`src/rtl/pixel_pkg.sv`:
```
// Shared pixel/window types and FSM encoding for the 3x3 window builder.
// Included by the line buffer and the window builder top.
package pixel_pkg;

  localparam int PIX_BITS = 8;

  typedef logic [PIX_BITS-1:0] pixel_t;
  typedef pixel_t [8:0] window_t;

  typedef enum logic [1:0] {
    IDLE   = 2'd0,
    ACTIVE = 2'd1,
    DRAIN  = 2'd2
  } wb_state_t;

  // A centre exists only once two full rows and two columns sit behind the new pixel.
  function automatic logic is_interior(input logic [7:0] row, input logic [7:0] col);
    return (row >= 8'd2) && (col >= 8'd2);
  endfunction

endpackage

```
`src/rtl/line_buffer.sv`:
```
// Single-tap delay line of DEPTH pixels; dout is the value shifted in DEPTH
// shifts ago, so with DEPTH = row width it yields the pixel one row above.
module line_buffer #(
  parameter int DEPTH = 32,
  parameter int WIDTH = 8
) (
  input  logic             clk,
  input  logic             n_rst,
  input  logic             shift_en,
  input  logic [WIDTH-1:0] din,
  output logic [WIDTH-1:0] dout
);

  logic [DEPTH-1:0][WIDTH-1:0] taps_reg;

  always_ff @(posedge clk or negedge n_rst) begin
    if (!n_rst) begin
      taps_reg <= '0;
    end else if (shift_en) begin
      taps_reg <= {taps_reg[DEPTH-2:0], din};
    end
  end

  assign dout = taps_reg[DEPTH-1];

endmodule

```
`src/rtl/window_builder.sv`:
```
// Raster pixel stream in, 3x3 neighbourhoods out (one per interior pixel),
// valid/ready on both sides with a single output register stage.
module window_builder #(
  parameter int IMG_WIDTH  = 32,
  parameter int IMG_HEIGHT = 32,
  parameter int PIX_BITS   = 8
) (
  input  logic                     clk,
  input  logic                     n_rst,
  input  logic                     start,
  input  logic                     pix_valid,
  input  logic [PIX_BITS-1:0]      pix_in,
  output logic                     pix_ready,
  output logic                     win_valid,
  output logic [8:0][PIX_BITS-1:0] win_out,
  output logic [7:0]               win_row,
  output logic [7:0]               win_col,
  input  logic                     win_ready,
  output logic                     busy,
  output logic                     frame_done
);
  import pixel_pkg::*;

  localparam logic [1:0] ST_IDLE   = IDLE;
  localparam logic [1:0] ST_ACTIVE = ACTIVE;
  localparam logic [1:0] ST_DRAIN  = DRAIN;

  localparam logic [7:0] COL_LAST = 8'(IMG_WIDTH - 1);
  localparam logic [7:0] ROW_LAST = 8'(IMG_HEIGHT - 1);

  logic [1:0]                 state_reg;
  logic [7:0]                 row_reg;
  logic [7:0]                 col_reg;
  logic [8:0][PIX_BITS-1:0]   win_reg;
  logic                       win_valid_reg;
  logic [7:0]                 win_row_reg;
  logic [7:0]                 win_col_reg;
  logic                       frame_done_reg;

  logic [PIX_BITS-1:0]        tap_mid;
  logic [PIX_BITS-1:0]        tap_top;
  logic [2:0][PIX_BITS-1:0]   new_col;
  logic                       accept;
  logic                       consume;
  logic                       emit;

  // A held window blocks intake so it can never be overwritten.
  assign pix_ready = (state_reg == ST_ACTIVE) && (!win_valid_reg || win_ready);
  assign accept    = pix_valid && pix_ready;
  assign consume   = win_valid_reg && win_ready;
  assign emit      = accept && is_interior(row_reg, col_reg);

  // Index 0 = top (row r-2), 1 = middle (row r-1), 2 = bottom (current pixel).
  assign new_col = {pix_in, tap_mid, tap_top};

  line_buffer #(
    .DEPTH(IMG_WIDTH),
    .WIDTH(PIX_BITS)
  ) u_buf0 (
    .clk      (clk),
    .n_rst    (n_rst),
    .shift_en (accept),
    .din      (pix_in),
    .dout     (tap_mid)
  );

  line_buffer #(
    .DEPTH(IMG_WIDTH),
    .WIDTH(PIX_BITS)
  ) u_buf1 (
    .clk      (clk),
    .n_rst    (n_rst),
    .shift_en (accept),
    .din      (tap_mid),
    .dout     (tap_top)
  );

  always_ff @(posedge clk or negedge n_rst) begin
    if (!n_rst) begin
      state_reg      <= ST_IDLE;
      row_reg        <= '0;
      col_reg        <= '0;
      frame_done_reg <= 1'b0;
    end else begin
      frame_done_reg <= 1'b0;
      case (state_reg)
        ST_IDLE: begin
          if (start) begin
            state_reg <= ST_ACTIVE;
            row_reg   <= '0;
            col_reg   <= '0;
          end
        end
        ST_ACTIVE: begin
          if (accept) begin
            if (col_reg == COL_LAST) begin
              col_reg <= '0;
              if (row_reg == ROW_LAST) begin
                row_reg   <= '0;
                state_reg <= ST_DRAIN;
              end else begin
                row_reg <= row_reg + 8'd1;
              end
            end else begin
              col_reg <= col_reg + 8'd1;
            end
          end
        end
        ST_DRAIN: begin
          if (!win_valid_reg || win_ready) begin
            frame_done_reg <= 1'b1;
            state_reg      <= ST_IDLE;
          end
        end
        default: state_reg <= ST_IDLE;
      endcase
    end
  end

  // Window shifts left on every accepted pixel; the right column is the fresh tap set.
  always_ff @(posedge clk or negedge n_rst) begin
    if (!n_rst) begin
      win_reg <= '0;
    end else if (accept) begin
      for (int r = 0; r < 3; r++) begin
        win_reg[3*r]     <= win_reg[3*r+1];
        win_reg[3*r + 1] <= win_reg[3*r+2];
        win_reg[3*r + 2] <= new_col[r];
      end
    end
  end

  always_ff @(posedge clk or negedge n_rst) begin
    if (!n_rst) begin
      win_valid_reg <= 1'b0;
      win_row_reg   <= '0;
      win_col_reg   <= '0;
    end else if (emit) begin
      win_valid_reg <= 1'b1;
      win_row_reg   <= row_reg - 8'd1;
      win_col_reg   <= col_reg - 8'd1;
    end else if (consume) begin
      win_valid_reg <= 1'b0;
    end
  end

  assign win_valid  = win_valid_reg;
  assign win_out    = win_reg;
  assign win_row    = win_row_reg;
  assign win_col    = win_col_reg;
  assign busy       = (state_reg == ST_ACTIVE) || (state_reg == ST_DRAIN);
  assign frame_done = frame_done_reg;

endmodule

```
`config.mk`:
```
export PLATFORM = sky130hd
export DESIGN_NAME = window_builder
export DESIGN_NICKNAME = d
export VERILOG_FILES = /design/src/rtl/pixel_pkg.sv /design/src/rtl/line_buffer.sv /design/src/rtl/window_builder.sv
export SDC_FILE = /design/constraint.sdc
export NUM_CORES = 1
export LEC_CHECK = 0
export CORE_ASPECT_RATIO = 0.75
export CORE_UTILIZATION = 35
export CTS_CLUSTER_SIZE = 10
export DETAILED_ROUTE_END_ITERATION = 7
export GPL_TIMING_DRIVEN = 0
export PLACE_DENSITY = 0.6
export SLEW_MARGIN = 0
export SYNTH_ARGS = -nofsm -noshare
export SYNTH_HDL_FRONTEND = slang
export SYNTH_HIERARCHICAL = 1
export SYNTH_SLANG_ARGS = --single-unit
```
`constraint.sdc`:
```
create_clock -name clk -period 3.3 [get_ports clk]
set_input_delay 0.33 -clock clk [delete_from_list [all_inputs] [get_ports clk]]
set_output_delay 0.33 -clock clk [all_outputs]
set_load 0.005 [all_outputs]
```
==> results.cfg <==
[timing]
setup_viol = 0
finalWorstPathRequiredPeriod_ps = 3009
finalMaxSlewViolations = 0
fmax_ghz = 0.3323
fin_worst_skew_ps = 21.11
worst_pin_slew_ps = 821.6
relSlewSlack_pct = 44.72
grt_setup_unrepaired = no
tns_ps = 0
hold_ws_ps = 315.4
post-route-period-util_pct = 91.19
final-hold-violation-count = 0

[worst_setup_path]
critPathMaxStageDelay_ps = 600
worstPathMaxFanout = 26
critPathLaunchType = register
cpMaxStageDelayCell = inv_2
r2r-start = state_reg[1]$_DFFE_PN0P_
r2r_setup_slack_ps = 290
r2r_cells = 8
r2r-end = u_buf0/dout[1]$_DFFE_PN0P_
critPathCaptureType = register
crit_arrival_ps = 3480
crit_chain = inv_1, ha_1, nand3_1, clkbuf_1, inv_2, buf_4, buf_6, mux2_2
cp.required_ps = 3770
critical_path_class = register to register

[cells_and_area]
num_antenna_cells = 0
layout_common_cells = dfrtp_1 (620), mux2_2 (529), nand2_1 (223)
final_nets = 1812
final_common_cell = dfrtp_1
multi_input_area_sq_um = 7651
fin_util_pct = 41.98
seq_area_sq_um = 15510
synthToLayoutAreaGrowth_pct = 17.68
fill_cells = 6026
drive_gt1_share_pct = 38.55

[min_path]
hold_end = win_out[67]$_DFFE_PN0P_
hp-class = input pin to register
holdPathStages = 3
hp-start = pix_in[3]

[yosys]
syn_nets = 1629
syn_avg_cell_area_sq_um = 14.96
yosysTopAreaCellShare_pct = 64.52
netlist-cell-type-count = 41
synth_cells = 1607
synth.area.top_cells = dfrtp_1 (65%), mux2_2 (25%), nand2_1 (3.5%), buf_6 (2.4%), buf_4 (0.59%)
synth_top_area_cell = dfrtp_1
ys_seq_area_share_pct = 64.52
ys_ff_latch = 620
yosys_warnings = 6
synth_area_sq_um = 24050

[detailed_routing]
drt_iter0_drc = 674
ant_nets = 0
drc = 0
drt-pass1-iter-count = 4
vias = 12666
vias_per_cell = 4.717
wirelength_um = 42150
wire_per_inst_um = 15.70

[clock_tree]
clk-insertion-delay-late_ps = 590
numCtsBuffers = 72
cts.root.buffer_cell = clkbuf_16
cts_sinks = 620
cts_tree = yes
htreeDepth = 3
post_cts_buffers = 0
cts_max_path_buffers = 3
clk_pin_slew_ps = 60
post_cts_resized = 0

[die]
start_util_pct = 35.67
die_w_um = 304.7
fp.dieH_um = 229
dieArea_sq_um = 69770
coreArea_sq_um = 67410
rows = 82
ios = 105

[place]
io_buffers = 104
post-dp-hpwl_um = 29070
gp_congestion = 0.8063

[global_route]
grt_remaining_overflow = 0
grt_usage_pct = 12.66
grt_pass1_vias = 13316
grt_pass1_wl_um = 72260
grt_max_degree = 120
antenna_found_initial = 0

[pwr]
power-per-cell-area_nw_per_um2 = 698.1
ir_drop_mv = 0.3363
p_leak_nw = 14.05

[flow_run]
maxCapViolCount = 0

[outcome]
status = complete, no violations
-- how the worst max path moves through the flow --
stage	from	endpoint	depth (start not counted)
6_report	state_reg[1]$_DFFE_PN0P_	u_buf0/dout[1]$_DFFE_PN0P_	8
5_1_grt	state_reg[1]$_DFFE_PN0P_	win_out[42]$_DFFE_PN0P_	8
4_1_cts	state_reg[1]$_DFFE_PN0P_	u_buf0/dout[1]$_DFFE_PN0P_	8
3_5_place_dp	win_ready	u_buf0/dout[1]$_DFFE_PN0P_	9
3_3_place_gp	n_rst	u_buf1/taps_reg[171]$_DFFE_PN0P_	1
2_1_floorplan	state_reg[1]$_DFFE_PN0P_	u_buf0/taps_reg[0]$_DFFE_PN0P_	9
-- report_power, final --
part | internal (mW) | switching (mW)
sequential | 8.40 | 0.496
combinational | 2.07 | 1.94
clock | 4.01 | 2.85
-- cell families after synthesis --
| logic type | after synthesis | share of synthesized area [%] |
|---|---|---|
| flip-flops | 620 | 64.52 |
| XOR/XNOR | 12 | 0.4371 |
| multiplexers | 533 | 24.94 |
| AO/OA/AOI/OAI | 31 | 0.9054 |
| AND/OR/NAND/NOR | 292 | 5.068 |
| buffers and inverters | 110 | 3.663 |
| adder cells (fa/ha/maj) | 9 | 0.4683 |
-- area by class of cell --
cell class | instances | area share [%]
clock inverter | 6 | 0.2786
timing repair buffer | 110 | 4.218
multi-input combinational | 877 | 27.04
buffer | 96 | 2.927
clock buffer | 81 | 6.637
tap | 882 | 3.900
inverter | 13 | 0.1724
sequential | 620 | 54.83
-- stage by stage --
| stage | std cells | cell area (sq um) | total power, mW | worst slack, ps |
|---|---|---|---|---|
| 2_1_floorplan | 1607 | 24050 | 11.61 | 814.7 |
| 6_report | 2685 | 28300 | 19.75 | 290.8 |
| 5_1_grt | 2685 | 28300 | 20.81 | 54.21 |
| 3_3_place_gp | 2593 | 26190 | 12.99 | -24820 |
| 4_1_cts | 2685 | 28300 | 20.09 | 244.8 |
| 3_5_place_dp | 2598 | 26330 | 13.08 | -696.1 |
-- metal layers --
metal  vias up  wire [um]  track usage [%]
met2       220      17520            17.73
li1       5868          -                -
met4         0       1007            4.545
met5         -          0                0
met3        78       2818            4.044
met1      6500      20810            18.25
-- worst max-delay path, delay by kind of cell, from the launching register on --
family / cells / cell delay (ps)
adder cells (fa/ha/maj): 1 / 280
flip-flops: 1 / 380
multiplexers: 1 / 350
buffers and inverters: 5 / 1640
AND/OR/NAND/NOR: 1 / 230
-- what timing repair did --
action / CTS / global route
endpoints found under the hold margin: 93 / 0
endpoints found under the setup margin: 512 / 0
hold buffers: 1 / 0
-- synth_stat cells, drive strengths merged --
cell type and n:
dfrtp 620, mux2 529, nand2 223, buf 84, nor2 15, nand3 14
clkbuf 13, inv 13, nor3 10, ha 9, a21oi 7, o21ai 7
xnor2 7, a22o 6, nand4 5, xor2 5, mux2i 4, nand2b 4
or3 4, nor4 3, o41ai 3, or4 3, nor2b 2, o22ai 2
or2 2, or4b 2, a211o 1, a211oi 1, and2 1, and3 1
and3b 1, nand3b 1, nand4b 1, o21a 1, o31a 1, o31ai 1
o41a 1
(Power assumes the default switching activity.)
